File: config.mk
export PLATFORM = sky130hd
export DESIGN_NAME = store_write_buffer
export DESIGN_NICKNAME = d
export VERILOG_FILES = /design/src/rtl/store_write_buffer.sv
export SDC_FILE = /design/constraint.sdc
export NUM_CORES = 1
export LEC_CHECK = 0
export BUFFER_PORTS_ARGS = -buffer_cell sky130_fd_sc_hd__buf_2
export CORE_AREA = 2 2 167 169
export DETAILED_ROUTE_END_ITERATION = 7
export DIE_AREA = 0 0 169 171
export GPL_ROUTABILITY_DRIVEN = 1
export PLACE_DENSITY = 0.75
export SLEW_MARGIN = 15
export SYNTH_ARGS = -nofsm -noshare
export SYNTH_HDL_FRONTEND = slang
export SYNTH_SLANG_ARGS = --single-unit
export TNS_END_PERCENT = 10
File: constraint.sdc
create_clock -name clk -period 9.35 [get_ports clk]
set_input_delay 0.4675 -clock clk [delete_from_list [all_inputs] [get_ports clk]]
set_output_delay 0.4675 -clock clk [all_outputs]
set_load 0.05 [all_outputs]
File: src/rtl/store_write_buffer.sv
`default_nettype none
// ============================================================================
//  Module   : store_write_buffer
//  Purpose  : Responder for the ROB store-commit port. Committed stores are
//             acknowledged one cycle after acceptance into a DEPTH-entry FIFO.
//             The FIFO then drains them in order to the data cache write port.
//             Loads that hit the word of a pending or accepting store are
//             flagged so that the load/store buffer can hold them.
//  Ports    : clk, rst_n                      clock, async active-low reset
//             mem_write/mem_address/mem_wdata/mem_byte_enable -> mem_resp
//                                             ROB store-commit handshake
//             dc_write/dc_address/dc_wdata/dc_byte_enable <- dc_resp
//                                             data cache write handshake
//             dc_rd_busy                      cache busy with a load
//             ld_req/ld_addr -> ld_conflict   load hazard lookup
//             empty, count                    occupancy status
//  Revision : 1.0  initial release
// ============================================================================
module store_write_buffer #(
  parameter int DEPTH = 4,
  parameter int PTR_W = $clog2(DEPTH)
) (
  input  logic             clk,
  input  logic             rst_n,
  input  logic             mem_write,
  input  logic [31:0]      mem_address,
  input  logic [31:0]      mem_wdata,
  input  logic [3:0]       mem_byte_enable,
  output logic             mem_resp,
  output logic             dc_write,
  output logic [31:0]      dc_address,
  output logic [31:0]      dc_wdata,
  output logic [3:0]       dc_byte_enable,
  input  logic             dc_resp,
  input  logic             dc_rd_busy,
  input  logic             ld_req,
  input  logic [31:0]      ld_addr,
  output logic             ld_conflict,
  output logic             empty,
  output logic [PTR_W:0]   count
);

  typedef enum logic [0:0] {
    IDLE  = 1'b0,
    WRITE = 1'b1
  } drain_state_t;

  // FIFO storage (no reset needed: validity is tracked by pointers/count)
  logic [31:0]      addr_q [DEPTH];
  logic [31:0]      data_q [DEPTH];
  logic [3:0]       be_q   [DEPTH];

  logic [PTR_W-1:0] wr_ptr;
  logic [PTR_W-1:0] rd_ptr;
  logic [PTR_W:0]   count_q;
  logic             resp_q;
  drain_state_t     state;

  logic             full;
  logic             push;
  logic             pop;
  logic [DEPTH-1:0] entry_hit;
  logic             accept_hit;

  // Load lookups compare whole words; the byte offset is irrelevant.
  logic             unused_ld_lsb;
  assign unused_ld_lsb = &{1'b0, ld_addr[1:0]};

  assign full  = (count_q == (PTR_W+1)'(DEPTH));
  assign empty = (count_q == '0);
  assign count = count_q;

  // resp_q blocks a second accept while the ROB still holds the same store
  // during its mem_resp cycle.
  assign push = mem_write & ~full & ~resp_q;
  assign pop  = (state == WRITE) & dc_resp;

  assign mem_resp = resp_q;

  // --------------------------------------------------------------------------
  // Storage write
  // --------------------------------------------------------------------------
  always_ff @(posedge clk) begin
    if (push) begin
      addr_q[wr_ptr] <= mem_address;
      data_q[wr_ptr] <= mem_wdata;
      be_q[wr_ptr]   <= mem_byte_enable;
    end
  end

  // --------------------------------------------------------------------------
  // Pointers, occupancy and accept response
  // --------------------------------------------------------------------------
  always_ff @(posedge clk or negedge rst_n) begin
    if (!rst_n) begin
      wr_ptr  <= '0;
      rd_ptr  <= '0;
      count_q <= '0;
      resp_q  <= 1'b0;
    end else begin
      resp_q <= push;
      if (push) begin
        wr_ptr <= wr_ptr + PTR_W'(1);
      end
      if (pop) begin
        rd_ptr <= rd_ptr + PTR_W'(1);
      end
      case ({push, pop})
        2'b10:   count_q <= count_q + (PTR_W+1)'(1);
        2'b01:   count_q <= count_q - (PTR_W+1)'(1);
        default: count_q <= count_q;
      endcase
    end
  end

  // --------------------------------------------------------------------------
  // Drain FSM with registered cache outputs. The head entry cannot be
  // overwritten while in WRITE (the FIFO is non-empty, so wr_ptr only
  // equals rd_ptr when full, which blocks the push), so the outputs stay
  // stable until dc_resp. Returning to IDLE on every completion guarantees
  // an idle cycle between cache writes.
  // --------------------------------------------------------------------------
  always_ff @(posedge clk or negedge rst_n) begin
    if (!rst_n) begin
      state          <= IDLE;
      dc_write       <= 1'b0;
      dc_address     <= '0;
      dc_wdata       <= '0;
      dc_byte_enable <= '0;
    end else begin
      case (state)
        IDLE: begin
          if (!empty && !dc_rd_busy) begin
            state          <= WRITE;
            dc_write       <= 1'b1;
            dc_address     <= addr_q[rd_ptr];
            dc_wdata       <= data_q[rd_ptr];
            dc_byte_enable <= be_q[rd_ptr];
          end
        end
        WRITE: begin
          if (dc_resp) begin
            state          <= IDLE;
            dc_write       <= 1'b0;
            dc_address     <= '0;
            dc_wdata       <= '0;
            dc_byte_enable <= '0;
          end
        end
        default: begin
          state    <= IDLE;
          dc_write <= 1'b0;
        end
      endcase
    end
  end

  // --------------------------------------------------------------------------
  // Load conflict lookup. An entry is live when its distance from rd_ptr
  // (modulo DEPTH) is below the occupancy; the entry being written to the
  // cache stays live until it is popped.
  // --------------------------------------------------------------------------
  generate
    for (genvar i = 0; i < DEPTH; i++) begin : g_hit
      logic [PTR_W-1:0] offset;
      logic             live;
      assign offset       = PTR_W'(i) - rd_ptr;
      assign live         = ((PTR_W+1)'(offset) < count_q);
      assign entry_hit[i] = live & (addr_q[i][31:2] == ld_addr[31:2]) & (|be_q[i]);
    end
  endgenerate

  assign accept_hit  = push & (mem_address[31:2] == ld_addr[31:2]) & (|mem_byte_enable);
  assign ld_conflict = ld_req & ((|entry_hit) | accept_hit);

  // --------------------------------------------------------------------------
  // Protocol checks
  // --------------------------------------------------------------------------
`ifndef SYNTHESIS
  a_store_aligned : assert property (@(posedge clk) disable iff (!rst_n)
    mem_write |-> (mem_address[1:0] == 2'b00))
    else $error("store_write_buffer: misaligned store address");

  a_store_held : assert property (@(posedge clk) disable iff (!rst_n)
    (mem_write && !mem_resp) |=> mem_write)
    else $error("store_write_buffer: mem_write dropped before mem_resp");

  a_count_bound : assert property (@(posedge clk) disable iff (!rst_n)
    count_q <= (PTR_W+1)'(DEPTH))
    else $error("store_write_buffer: occupancy above DEPTH");
`endif

endmodule
`default_nettype wire

# Yosys cells after proc, flatten, opt, wreduce, memory -nomap -nowiden
# Memory sizes are Yosys's and may differ from the RTL's.
# Cells that the tools add are included.
# classes
bitwise,18
addsub,8
n_eq_ne,10
reduce_logical,12
muxes,17
n_lt_le_gt_ge,4
# op_table
cell,n
equality test 30 bit,5
case mux 32 bit (2 select lines),2
two-way mux 32 bit,3
OR reduction 4 bit,6
bitwise AND 1 bit,14
less-than comparator 2 x 3 -> 1 bit,4
two-way mux 4 bit,2
case mux 4 bit (2 select lines),1
two-way mux 1 bit,6
case mux 3 bit (2 select lines),1
"adder 2 x 1 -> 2 bit, second input constant",2
"inequality test 2 bit, second input constant",2
case mux 1 bit (2 select lines),2
"subtractor 1 x 2 -> 2 bit, first input constant",2
"subtractor 2 bit, first input constant",2
"adder 3 x 1 -> 3 bit, second input constant",1
"equality test 3 bit, second input constant",1
logical NOT 3 bit,1
NOT 1 bit,3
"subtractor 3 x 1 -> 3 bit, second input constant",1
"equality test 2 x 1 -> 1 bit, second input constant",1
"equality test 2 bit, second input constant",1
logical NOT 1 bit,2
AND reduction 2 bit,1
other kinds (3),3
# totals
register_bits,78
n_memories,3
out_inout_bits,75
ram_bits,272
word_cells,81
# memory_table
memory,words,word_bits,rd,rd_ports_with_merged_regs,write_ports,line_no,source
addr_q,4,32,5,0,1,49,logic [31:0] addr_q [DEPTH];
data_q,4,32,1,0,1,50,logic [31:0] data_q [DEPTH];
be_q,4,4,5,0,1,51,logic [3:0] be_q [DEPTH];

# Longest topological paths before layout
# logic_depth
ltp_word,8
ltp_mapped,9
ltp_nobuf,9

# Worst setup path after synthesis
# OpenSTA, ideal clock, no wires.
# synth_timing
path_type,flip-flop to flip-flop
startpoint,"register count_q[1], in the netlist count[1]"
endpoint,"memory addr_q[0][0], enable pin"
setup_slack_ns,5.967
required_time_ns,8.917
path_stages_with_launch,4
arrival_ns,2.950
synth_period_minus_slack_ns,3.383
cell_sequence,dfrtp_1 -> inv_2 -> a311oi_4 -> and2_1
# synth_between
elab_chain_cells,6
# synth_rtl
element,line_no,source
"start, declared",55,logic [PTR_W:0] count_q;
"start signal, assigned",109,2'b10: count_q <= count_q + (PTR_W+1)'(1);
"start signal, assigned",110,2'b01: count_q <= count_q - (PTR_W+1)'(1);
"start signal, assigned",111,default: count_q <= count_q;
equality test 3 bit,69,assign full = (count_q == (PTR_W+1)'(DEPTH));
NOT 1 bit,75,assign push = mem_write & ~full & ~resp_q;
bitwise AND 1 bit (2 in a row),75,
via push,60,logic push;
two-way mux 1 bit,84,if (push) begin
two-way mux 1 bit (implied by the code),85,addr_q[wr_ptr] <= mem_address;
"end, declared",49,
# The timed path passes the listed nets, and every way through them passes these cells.

==> flow_metrics.py <==
metrics = {
    "logic_synthesis": {
        "synth.avg_cell_area_sq_um": 15.8,
        "synth_cells": 951,
        "synth_common_cells": "edfxtp_1 (272), nand2_1 (141), xnor2_1 (110), dfrtp_1 (78), mux4_2 (68)",
        "synth_flop_cell": "edfxtp_1",
        "synth_edf_count": 272,
        "synthDistinctLibCells": 34,
        "ys_ff_latch": 350,
        "synth_most_common_cell": "edfxtp_1",
        "synth_top_area_cell": "edfxtp_1",
        "async_flop_share_pct": 22.3,
        "syn-cell-area_sq_mm": 0.0150,
        "synth-seq-area-share_pct": 67.5,
        "syn_nets": 1067,
        "synth_area_leaders": "edfxtp_1 (55%), dfrtp_1 (13%), mux4_2 (10%)",
        "synth_top_cell_area_share_pct": 54.5,
        "ys_warn_count": 0,
    },
    "routing": {
        "antenna_left": 0,
        "drt_iter0_drc": 796,
        "drtPass1Iterations": 5,
        "wl_per_cell_um": 23.0,
        "drc": 0,
        "vias": 8470,
        "drt-total-wl_um": 34200,
        "viasPerCell": 5.69,
    },
    "sta": {
        "fin_tns_setup_ns": 0,
        "tightest_slew_ns": 1.16,
        "setup_viol": 0,
        "finalHoldViolCount": 0,
        "fin_crit_sh_pct": 37.4,
        "clock.fmax_mhz": 286,
        "min_period_ns": 3.50,
        "slew_headroom_pct": 22.7,
        "finalMaxSlewViolations": 0,
        "rsz0062_at_grt": "no",
        "skew_ns": 0.0181,
    },
    "worst_setup_path": {
        "critPathMaxFanout": 2,
        "critPathKind": "register to primary output",
        "start_kind": "register",
        "end_kind": "primary output",
        "critPathArrivalTime_ns": 3.03,
        "cp.required_ns": 8.88,
    },
    "place": {
        "place.gp.congestion": 0.911,
        "port-buffer-count": 178,
        "hpwl_um": 21700,
    },
    "clock_tree": {
        "clockBufferDepth": 3,
        "post_cts_buffers": 0,
        "tritoncts": "done",
        "clockRootBuffer": "clkbuf_16",
        "clock-sinks": 350,
        "cts.clk_slew.worst_paths_ns": 0.06,
        "cts_made_buffers": 37,
        "h-tree-depth": 2,
        "clock_latency_ns": 0.53,
    },
    "power_and_ir_drop": {
        "irDropWorstVdd_v": 0.000229,
        "p_per_area_mw_per_mm2": 318,
        "p_leak_uw": 0.00627,
    },
    "finish": {
        "drive_above_1_share_pct": 28.3,
        "area_growth_pct": 14.9,
        "nets": 1223,
        "fin_util_pct": 63.0,
    },
    "hold_path": {
        "min_path_type": "input port to register",
    },
    "floorplanning": {
        "die_w_um": 169,
        "io_pins": 181,
        "initial_core_util_pct": 54.8,
        "die_h_um": 171,
        "coreArea_sq_mm": 0.0273,
        "die_area_sq_mm": 0.0289,
        "rows": 61,
    },
    "global_routing": {
        "grt_overflow": 0,
        "antenna_found_initial": 9,
        "grt_pass1_vias": 8574,
        "grt_pass1_wl_um": 51200,
        "grt.total_usage_pct": 23.9,
        "grt_max_degree": 97,
    },
    "status": {
        "status": "finished, final reports clean",
    },
    "run": {
        "drv_cap": 0,
    },
}
==> final timing paths <==
kind	slack [ns]	to	from	depth (start not counted)
worst min-delay path	0.15	data_q[0][23]$_DFFE_PP_	mem_wdata[23]	1
max in group asynchronous	7.85	dc_address[10]$_DFFE_PN0P_	rst_n	3
worst max register to register	6.66	addr_q[2][17]$_DFFE_PP_	count[2]$_DFFE_PN0P_	3
worst max-delay path	5.85	ld_conflict	addr_q[2][29]$_DFFE_PP_	7
min in group asynchronous	0.45	dc_address[17]$_DFFE_PN0P_	rst_n	2
worst min register to register	0.47	dc_write$_DFFE_PN0P_	dc_write$_DFFE_PN0P_	1
==> routing by layer <==
metal,track usage [%],up-vias,wire (um)
li1,-,3833,-
met1,34.2,4271,14700
met2,36.8,292,16100
met3,5.46,70,2450
met4,7.88,4,880
met5,0,-,14
==> what timing repair did <==
item,CTS,global route
endpoints found under the setup margin,0,0
hold buffers,1,0
endpoints found under the hold margin,35,0
resized for setup,0,0
==> state kept, by name, summed over array words and instances, names as in the netlist <==
signal / flops
addr_q: 128
data_q: 128
dc_address: 32
dc_wdata: 32
be_q: 16
dc_byte_enable: 4
count: 3
rd_ptr: 2
wr_ptr: 2
dc_write: 1
mem_resp: 1
state: 1
==> report_power, final <==
part / internal [uW] / leakage (uW) / switching (uW)
registers: 2040 / 0.00347 / 187
logic: 613 / 0.00223 / 1210
clock network: 827 / 0.000577 / 586
total: 3490 / 0.00627 / 1990
==> critical path, stage by stage (launching register included) <==
cell and delay [ns]:
edfxtp_1 0.41, xnor2_1 0.43, nand4_1 0.25, nor4_1 0.61, o2111ai_1 0.20, nand3_1 0.15
o31a_1 0.18, buf_2 0.27
==> cell usage in the layout, fill, tap and decap left out, types with 27 or more instances in the layout <==
| master | n |
|---|---|
| clkbuf_16 | 39 |
| buf_2 | 177 |
| dfrtp_1 | 76 |
| edfxtp_1 | 272 |
| nand4_1 | 27 |
| mux4_2 | 68 |
| xor2_1 | 43 |
| xnor2_1 | 110 |
| nand2_1 | 140 |
| o21ai_1 | 55 |
==> kinds of logic (layout without fill, tap and decap cells) <==
logic type / after synthesis / in the layout / synth area share (%)
compound gates: 85 / 85 / 3.19
xor+xnor: 157 / 157 / 9.38
fa+ha+maj: 10 / 10 / 0.885
buf+inv: 80 / 265 / 2.76
flops: 350 / 350 / 67.5
mux: 68 / 68 / 10.2
other cells: 0 / 7 / 0
simple gates: 201 / 201 / 6.04
==> area by class of cell <==
type / count / area (sq um)
clock buffer: 58 / 1080
timing repair buffer: 186 / 956
tap: 346 / 433
multi-input combinational: 521 / 4470
sequential: 350 / 10100
clock inverter: 10 / 100
antenna: 7 / 17.5
inverter: 11 / 43.8
fill: 2014 / 10100
==> metrics by stage <==
stage	power, uW	worst slack, ns	hold WS, ns	instance area (sq um)	std cells
3_5_place_dp	4100	6.38	0.461	16000	1413
4_1_cts	5520	5.81	0.133	17200	1482
6_report	5470	5.85	0.155	17200	1489
2_1_floorplan	3610	5.97	0.172	15000	951
5_1_grt	5730	5.75	0.137	17200	1486
3_3_place_gp	4060	6.39	0.453	16000	1413
Power figures use the tool's default switching activity.
